File: src/rtl/pattern_serializer_pkg.sv
// pattern_serializer_pkg: state encoding shared by the serializer and the detector family
package pattern_serializer_pkg;
  localparam logic [1:0] S_IDLE  = 2'd0;
  localparam logic [1:0] S_SHIFT = 2'd1;
  localparam logic [1:0] S_GAP   = 2'd2;
  localparam logic [1:0] S_DONE  = 2'd3;
  typedef enum logic [1:0] {
    ST_IDLE  = S_IDLE,
    ST_SHIFT = S_SHIFT,
    ST_GAP   = S_GAP,
    ST_DONE  = S_DONE
  } state_t;
endpackage

File: src/rtl/pattern_serializer_if.sv
// pattern_serializer_if: control handshake and serial stream of the pattern serializer
// master: start, abort, pattern, reps out; dout, dout_valid, frame_start, busy, done in
// slave:  the same signals with directions reversed
interface pattern_serializer_if #(
  parameter int PAT_W = 8,
  parameter int CNT_W = 4
);
  logic             start;
  logic             abort;
  logic [PAT_W-1:0] pattern;
  logic [CNT_W-1:0] reps;
  logic             dout;
  logic             dout_valid;
  logic             frame_start;
  logic             busy;
  logic             done;
  modport master (
    output start, abort, pattern, reps,
    input  dout, dout_valid, frame_start, busy, done
  );
  modport slave (
    input  start, abort, pattern, reps,
    output dout, dout_valid, frame_start, busy, done
  );
endinterface

File: src/rtl/pattern_serializer_piso_shift.sv
// piso_shift: loadable parallel-in/serial-out register, MSB first, zero-filled
// clk, rst (sync, active-low); load_i/data_i parallel load; shift_en_i shift left; msb_o current bit
module piso_shift #(
  parameter int PAT_W = 8
) (
  input  logic             clk,
  input  logic             rst,
  input  logic             load_i,
  input  logic             shift_en_i,
  input  logic [PAT_W-1:0] data_i,
  output logic             msb_o
);
  logic [PAT_W-1:0] sr_q;
  always_ff @(posedge clk)
    if (!rst) sr_q <= '0;
    else if (load_i) sr_q <= data_i;
    else if (shift_en_i) sr_q <= {sr_q[PAT_W-2:0], 1'b0};
  assign msb_o = sr_q[PAT_W-1];
endmodule

File: src/rtl/pattern_serializer.sv
// pattern_serializer: sends a latched pattern MSB first reps times with GAP idle cycles between
// clk, rst (sync, active-low); bus (slave): start/pattern/reps/abort in, dout/dout_valid/frame_start/busy/done out
module pattern_serializer
  import pattern_serializer_pkg::*;
#(
  parameter int PAT_W = 8,
  parameter int CNT_W = 4,
  parameter int GAP   = 2
) (
  input logic                 clk,
  input logic                 rst,
  pattern_serializer_if.slave bus
);
  localparam int BW = $clog2(PAT_W);
  localparam int GW = GAP > 1 ? $clog2(GAP) : 1;
  state_t           state_q, state_d;
  logic [BW-1:0]    bit_q, bit_d;
  logic [CNT_W-1:0] rep_q, rep_d;
  logic [GW-1:0]    gap_q, gap_d;
  logic [PAT_W-1:0] shadow_q, shadow_d, load_val;
  logic             load, shift, accept, msb;
  logic             valid_q, frame_q, busy_q, done_q;
  assign accept = bus.start & ~bus.abort;
  // The shift register is zero-filled, so its MSB is 0 whenever no pattern bit is
  // being sent; clearing it on abort and on reps==0 keeps dout at 0 outside SHIFT.
  piso_shift #(.PAT_W(PAT_W)) u_piso (
    .clk       (clk),
    .rst       (rst),
    .load_i    (load),
    .shift_en_i(shift),
    .data_i    (load_val),
    .msb_o     (msb)
  );
  always_comb begin
    state_d  = state_q;
    bit_d    = bit_q;
    rep_d    = rep_q;
    gap_d    = gap_q;
    shadow_d = shadow_q;
    load     = 1'b0;
    load_val = shadow_q;
    shift    = 1'b0;
    case (state_q)
      ST_IDLE, ST_DONE:
        if (accept) begin
          shadow_d = bus.pattern;
          rep_d    = bus.reps;
          bit_d    = '0;
          gap_d    = '0;
          load     = 1'b1;
          load_val = bus.reps != '0 ? bus.pattern : '0;
          state_d  = bus.reps != '0 ? ST_SHIFT : ST_DONE;
        end else state_d = ST_IDLE;
      ST_SHIFT:
        if (bus.abort) begin
          state_d  = ST_IDLE;
          load     = 1'b1;
          load_val = '0;
          bit_d    = '0;
        end else if (bit_q == BW'(PAT_W - 1)) begin
          rep_d   = rep_q - 1'b1;
          bit_d   = '0;
          gap_d   = '0;
          load    = rep_q != CNT_W'(1) && GAP == 0;
          shift   = !load;
          state_d = rep_q == CNT_W'(1) ? ST_DONE : (GAP == 0 ? ST_SHIFT : ST_GAP);
        end else begin
          bit_d = bit_q + 1'b1;
          shift = 1'b1;
        end
      ST_GAP:
        if (bus.abort) begin
          state_d = ST_IDLE;
          gap_d   = '0;
        end else if (gap_q == GW'(GAP - 1)) begin
          load    = 1'b1;
          gap_d   = '0;
          state_d = ST_SHIFT;
        end else gap_d = gap_q + 1'b1;
      default: state_d = ST_IDLE;
    endcase
  end
  always_ff @(posedge clk)
    if (!rst) begin
      state_q  <= ST_IDLE;
      bit_q    <= '0;
      rep_q    <= '0;
      gap_q    <= '0;
      shadow_q <= '0;
      valid_q  <= 1'b0;
      frame_q  <= 1'b0;
      busy_q   <= 1'b0;
      done_q   <= 1'b0;
    end else begin
      state_q  <= state_d;
      bit_q    <= bit_d;
      rep_q    <= rep_d;
      gap_q    <= gap_d;
      shadow_q <= shadow_d;
      valid_q  <= state_d == ST_SHIFT;
      frame_q  <= state_d == ST_SHIFT && bit_d == '0;
      busy_q   <= state_d == ST_SHIFT || state_d == ST_GAP;
      done_q   <= state_d == ST_DONE;
    end
  assign bus.dout        = msb;
  assign bus.dout_valid  = valid_q;
  assign bus.frame_start = frame_q;
  assign bus.busy        = busy_q;
  assign bus.done        = done_q;
endmodule

File: src/flat_wrapper.sv
// flat-port wrapper written by rule: the top's interface ports become plain ports
module pattern_serializer_flat import pattern_serializer_pkg::*;
#(
  parameter int PAT_W = 8,
  parameter int CNT_W = 4,
  parameter int GAP   = 2
)
  (clk, rst, bus_start, bus_abort, bus_pattern, bus_reps, bus_dout, bus_dout_valid, bus_frame_start, bus_busy, bus_done);
  pattern_serializer_if #(.PAT_W(PAT_W), .CNT_W(CNT_W)) bus_i ();
  input logic clk;
  input logic rst;
  input wire logic [$bits(bus_i.start)-1:0] bus_start;
  input wire logic [$bits(bus_i.abort)-1:0] bus_abort;
  input wire logic [$bits(bus_i.pattern)-1:0] bus_pattern;
  input wire logic [$bits(bus_i.reps)-1:0] bus_reps;
  output wire logic [$bits(bus_i.dout)-1:0] bus_dout;
  output wire logic [$bits(bus_i.dout_valid)-1:0] bus_dout_valid;
  output wire logic [$bits(bus_i.frame_start)-1:0] bus_frame_start;
  output wire logic [$bits(bus_i.busy)-1:0] bus_busy;
  output wire logic [$bits(bus_i.done)-1:0] bus_done;
  assign bus_i.start = bus_start;
  assign bus_i.abort = bus_abort;
  assign bus_i.pattern = bus_pattern;
  assign bus_i.reps = bus_reps;
  assign bus_dout = bus_i.dout;
  assign bus_dout_valid = bus_i.dout_valid;
  assign bus_frame_start = bus_i.frame_start;
  assign bus_busy = bus_i.busy;
  assign bus_done = bus_i.done;
  pattern_serializer #(.PAT_W(PAT_W), .CNT_W(CNT_W), .GAP(GAP)) u_core (.clk(clk), .rst(rst), .bus(bus_i));
endmodule
File: config.mk
export PLATFORM = sky130hd
export DESIGN_NAME = pattern_serializer_flat
export DESIGN_NICKNAME = d
export VERILOG_FILES = /design/src/rtl/pattern_serializer_pkg.sv /design/src/rtl/pattern_serializer_if.sv /design/src/rtl/pattern_serializer_piso_shift.sv /design/src/rtl/pattern_serializer.sv /design/src/flat_wrapper.sv
export SDC_FILE = /design/constraint.sdc
export NUM_CORES = 1
export LEC_CHECK = 0
export CORE_ASPECT_RATIO = 1.2
export CORE_MARGIN = 2
export CORE_UTILIZATION = 40
export DETAILED_ROUTE_END_ITERATION = 8
export GPL_TIMING_DRIVEN = 0
export HOLD_SLACK_MARGIN = 0.12
export PLACE_DENSITY = 0.57
export SYNTH_ARGS = -nofsm -noshare
export SYNTH_HDL_FRONTEND = slang
export SYNTH_SLANG_ARGS = --single-unit
File: constraint.sdc
create_clock -name clk -period 3 [get_ports clk]
set_input_delay 0.6 -clock clk [delete_from_list [all_inputs] [get_ports clk]]
set_output_delay 0.6 -clock clk [all_outputs]
set_load 0.005 [all_outputs]
==> run metrics <==
CP startpoint kind=input pin; total core area=0.00397 mm2; Fillers=390; initial antenna violation count=0; Worst EP required=3170 ps; Netlist cell types=46; status=complete, no violations; largest cells by area after synthesis=dfxtp_1 (36%), ha_1 (6.0%), a211oi_2 (4.5%); synthesized netlist net count=217; Setup crit end=u_core.bus.frame_start; CTS tree=built; die width=63.0 um; TritonRoute pass-1 iters=4; # rows=25; RSZ-0062 raised after global routing=false; Slew @ Worst Pin=558 ps; I/O Buffers=20; Placed Area=0.00194 mm2; postcts setup bufs=0; leading area contributor after synthesis=dfxtp_1; final instance area=0.00203 mm2; post-synthesis cell count=193; register area share after synthesis=35.9%; Max Cap Violations=0; die area=0.00471 mm2; most common cell in the synthesized netlist=dfxtp_1; Vert. Die Dim=74.8 um; WS Path Type=input pin to flip-flop; setup TNS=0 ps; Routed WL=4140 um; RR Endpoint=u_core.bus.frame_start; first-pass GRT wire length=6970 um; Setup violations, final=0; Hold Vio Cnt, Final=0; Largest stage delay, worst path=580 ps; CP Launch Point=bus_reps[0]; clk sink count=30; Rel. slew slack=62.5%; critical path fanouts, max=8; GP Congestion=0.840; Reg2Reg Depth=10; CTS hold repair buffers=0; largest net degree at the start of global routing=11; Tcrit/Tclk final=81.0%; Syn Area/Cell=8.66 um2; CTS HTree Levels=2; area fraction of the dominant cell type after synthesis=35.9%; drt via density=5.51; minimum clock period=2430 ps; worst min path class=flip-flop to flip-flop; total grt overflow=0; CTS Root Cell=clkbuf_8; Peak supply drop=0.000193 V; IO Pins=21; Slew Viols, Final=0; Post-synth EDFFs=0; vias post-DR=1516; Main synth FF type=dfxtp_1; initial DRC count=57; asr flop ratio synth=0%; worst reg-to-reg setup slack=910 ps; leakage power=0.770 nW; post-DP HPWL=3110 um; Clock Latency Late Sink=280 ps; post-route antenna net violation count=0; Worst EP arrival=2600 ps; reg2reg start=u_core.state_q[0]; Final Skew=3.24 ps; FF+latch count, synth=30; Initial Util=42.1%; top cells by count, synth=dfxtp_1 (30), nand2_1 (17), nor2_1 (17); achievable frequency=411 MHz; CTS Buffer Depth=2; DR WL/cell=15.0 um; CP max stage cell=nor4_4; Power Dens Cells=452 mW/mm2; vias in the first global route=1506; Net count, final=244; Reg clk slew, reported paths=60 ps; area grow syn2layout=21.5%; CTS Buf Count=5; synthesized area=0.00167 mm2; crit end category=flip-flop; layout cells sized above 1=13.1%; DRC Markers=0; PostCTS Resize Cnt=0; Hold Slack=454 ps; ant diodes=0; Critical Path, Cell by Cell=clkdlybuf4s50_1, nor4_4, nand3_1, a21oi_2, inv_1, ha_1, and2_1, and3_1; Synthesis Warnings=0; GRT Util Overall=19.1%
-- kinds of logic after synthesis --
logic type	count (synthesis)	synth area share [%]
adders and majority gates	8	5.99
buffers and inverters	20	5.54
AOI/OAI and AO/OA	57	25.9
DFF	30	35.9
and+or+nand+nor	76	25.4
muxes	2	1.20
-- per-stage QoR --
stage | worst slack [ps] | std cells | total power, W | util (%)
floorplan | 1110 | 193 | 0.000530 | -
global placement | 305 | 267 | 0.000586 | 48.8
detailed placement | 282 | 267 | 0.000589 | 48.8
CTS | 577 | 275 | 0.000925 | 51.1
global route | 480 | 275 | 0.000966 | 51.1
finish | 569 | 275 | 0.000917 | 51.1
-- power by group --
group	switching, W	total (W)	internal, W
combinational	0.0000843	0.000154	0.0000700
clock	0.000152	0.000337	0.000185
sequential	0.0000103	0.000426	0.000416
-- flip-flops by register name (all words and copies together) (netlist names) --
signal                  cells
u_core.bit_q                3
u_core.bus.busy             1
u_core.bus.done             1
u_core.bus.dout_valid       1
u_core.bus.frame_start      1
u_core.gap_q                1
u_core.rep_q                4
u_core.shadow_q             8
u_core.state_q              2
u_core.u_piso.sr_q          8
-- cell type report --
type / count / area, um2 / share of cell area, %
Clock inverter: 1 / 5.00 / 0.246
Buffer: 10 / 55.1 / 2.71
Sequential cell: 30 / 601 / 29.6
Timing Repair Buffer: 20 / 200 / 9.86
Tap cell: 54 / 67.6 / 3.33
Multi-Input combinational cell: 143 / 978 / 48.2
Clock buffer: 7 / 86.3 / 4.25
Inverter: 10 / 37.5 / 1.85
-- cells in the final DEF (no fill, tap or decap), drive strengths merged, types with 2 or more instances in the layout --
cell	synthesis	routed
dfxtp	30	30
clkdlybuf4s50	0	20
nand2	17	17
nor2	17	17
a21oi	16	16
nand3	11	11
clkbuf	4	11
inv	10	10
o31ai	9	9
nor3	8	8
ha	8	8
a211oi	7	7
o21ai	7	7
nand4b	6	6
buf	6	6
nand2b	5	5
a22oi	4	4
and2	4	4
nor2b	2	2
mux2i	2	2
-- layer usage --
layer	vias to the layer above	share of wire, %	GRT usage, %
met5	-	0	0
met2	32	51	35.2
met3	7	3.5	5.08
met4	0	1.9	7.65
li1	761	-	-
met1	716	44	21.3
-- worst max-delay path: cells and delay by family --
family / cells / cell delay (ps)
buf+inv: 2 / 570
fa+ha+maj: 1 / 160
compound gates: 1 / 220
simple gates: 4 / 1050
-- worst min-delay path by stage --
stage                        from                 end  slack, ps  cells after the start
5_1_grt        u_core.shadow_q[7]  u_core.shadow_q[7]        490                      2
3_5_place_dp   u_core.shadow_q[7]  u_core.shadow_q[7]        450                      2
4_1_cts        u_core.shadow_q[7]  u_core.shadow_q[7]        450                      2
2_1_floorplan  u_core.shadow_q[7]  u_core.shadow_q[7]        430                      2
3_3_place_gp   u_core.shadow_q[7]  u_core.shadow_q[7]        440                      2
6_report       u_core.shadow_q[7]  u_core.shadow_q[7]        450                      2
Power figures use the tool's default switching activity.
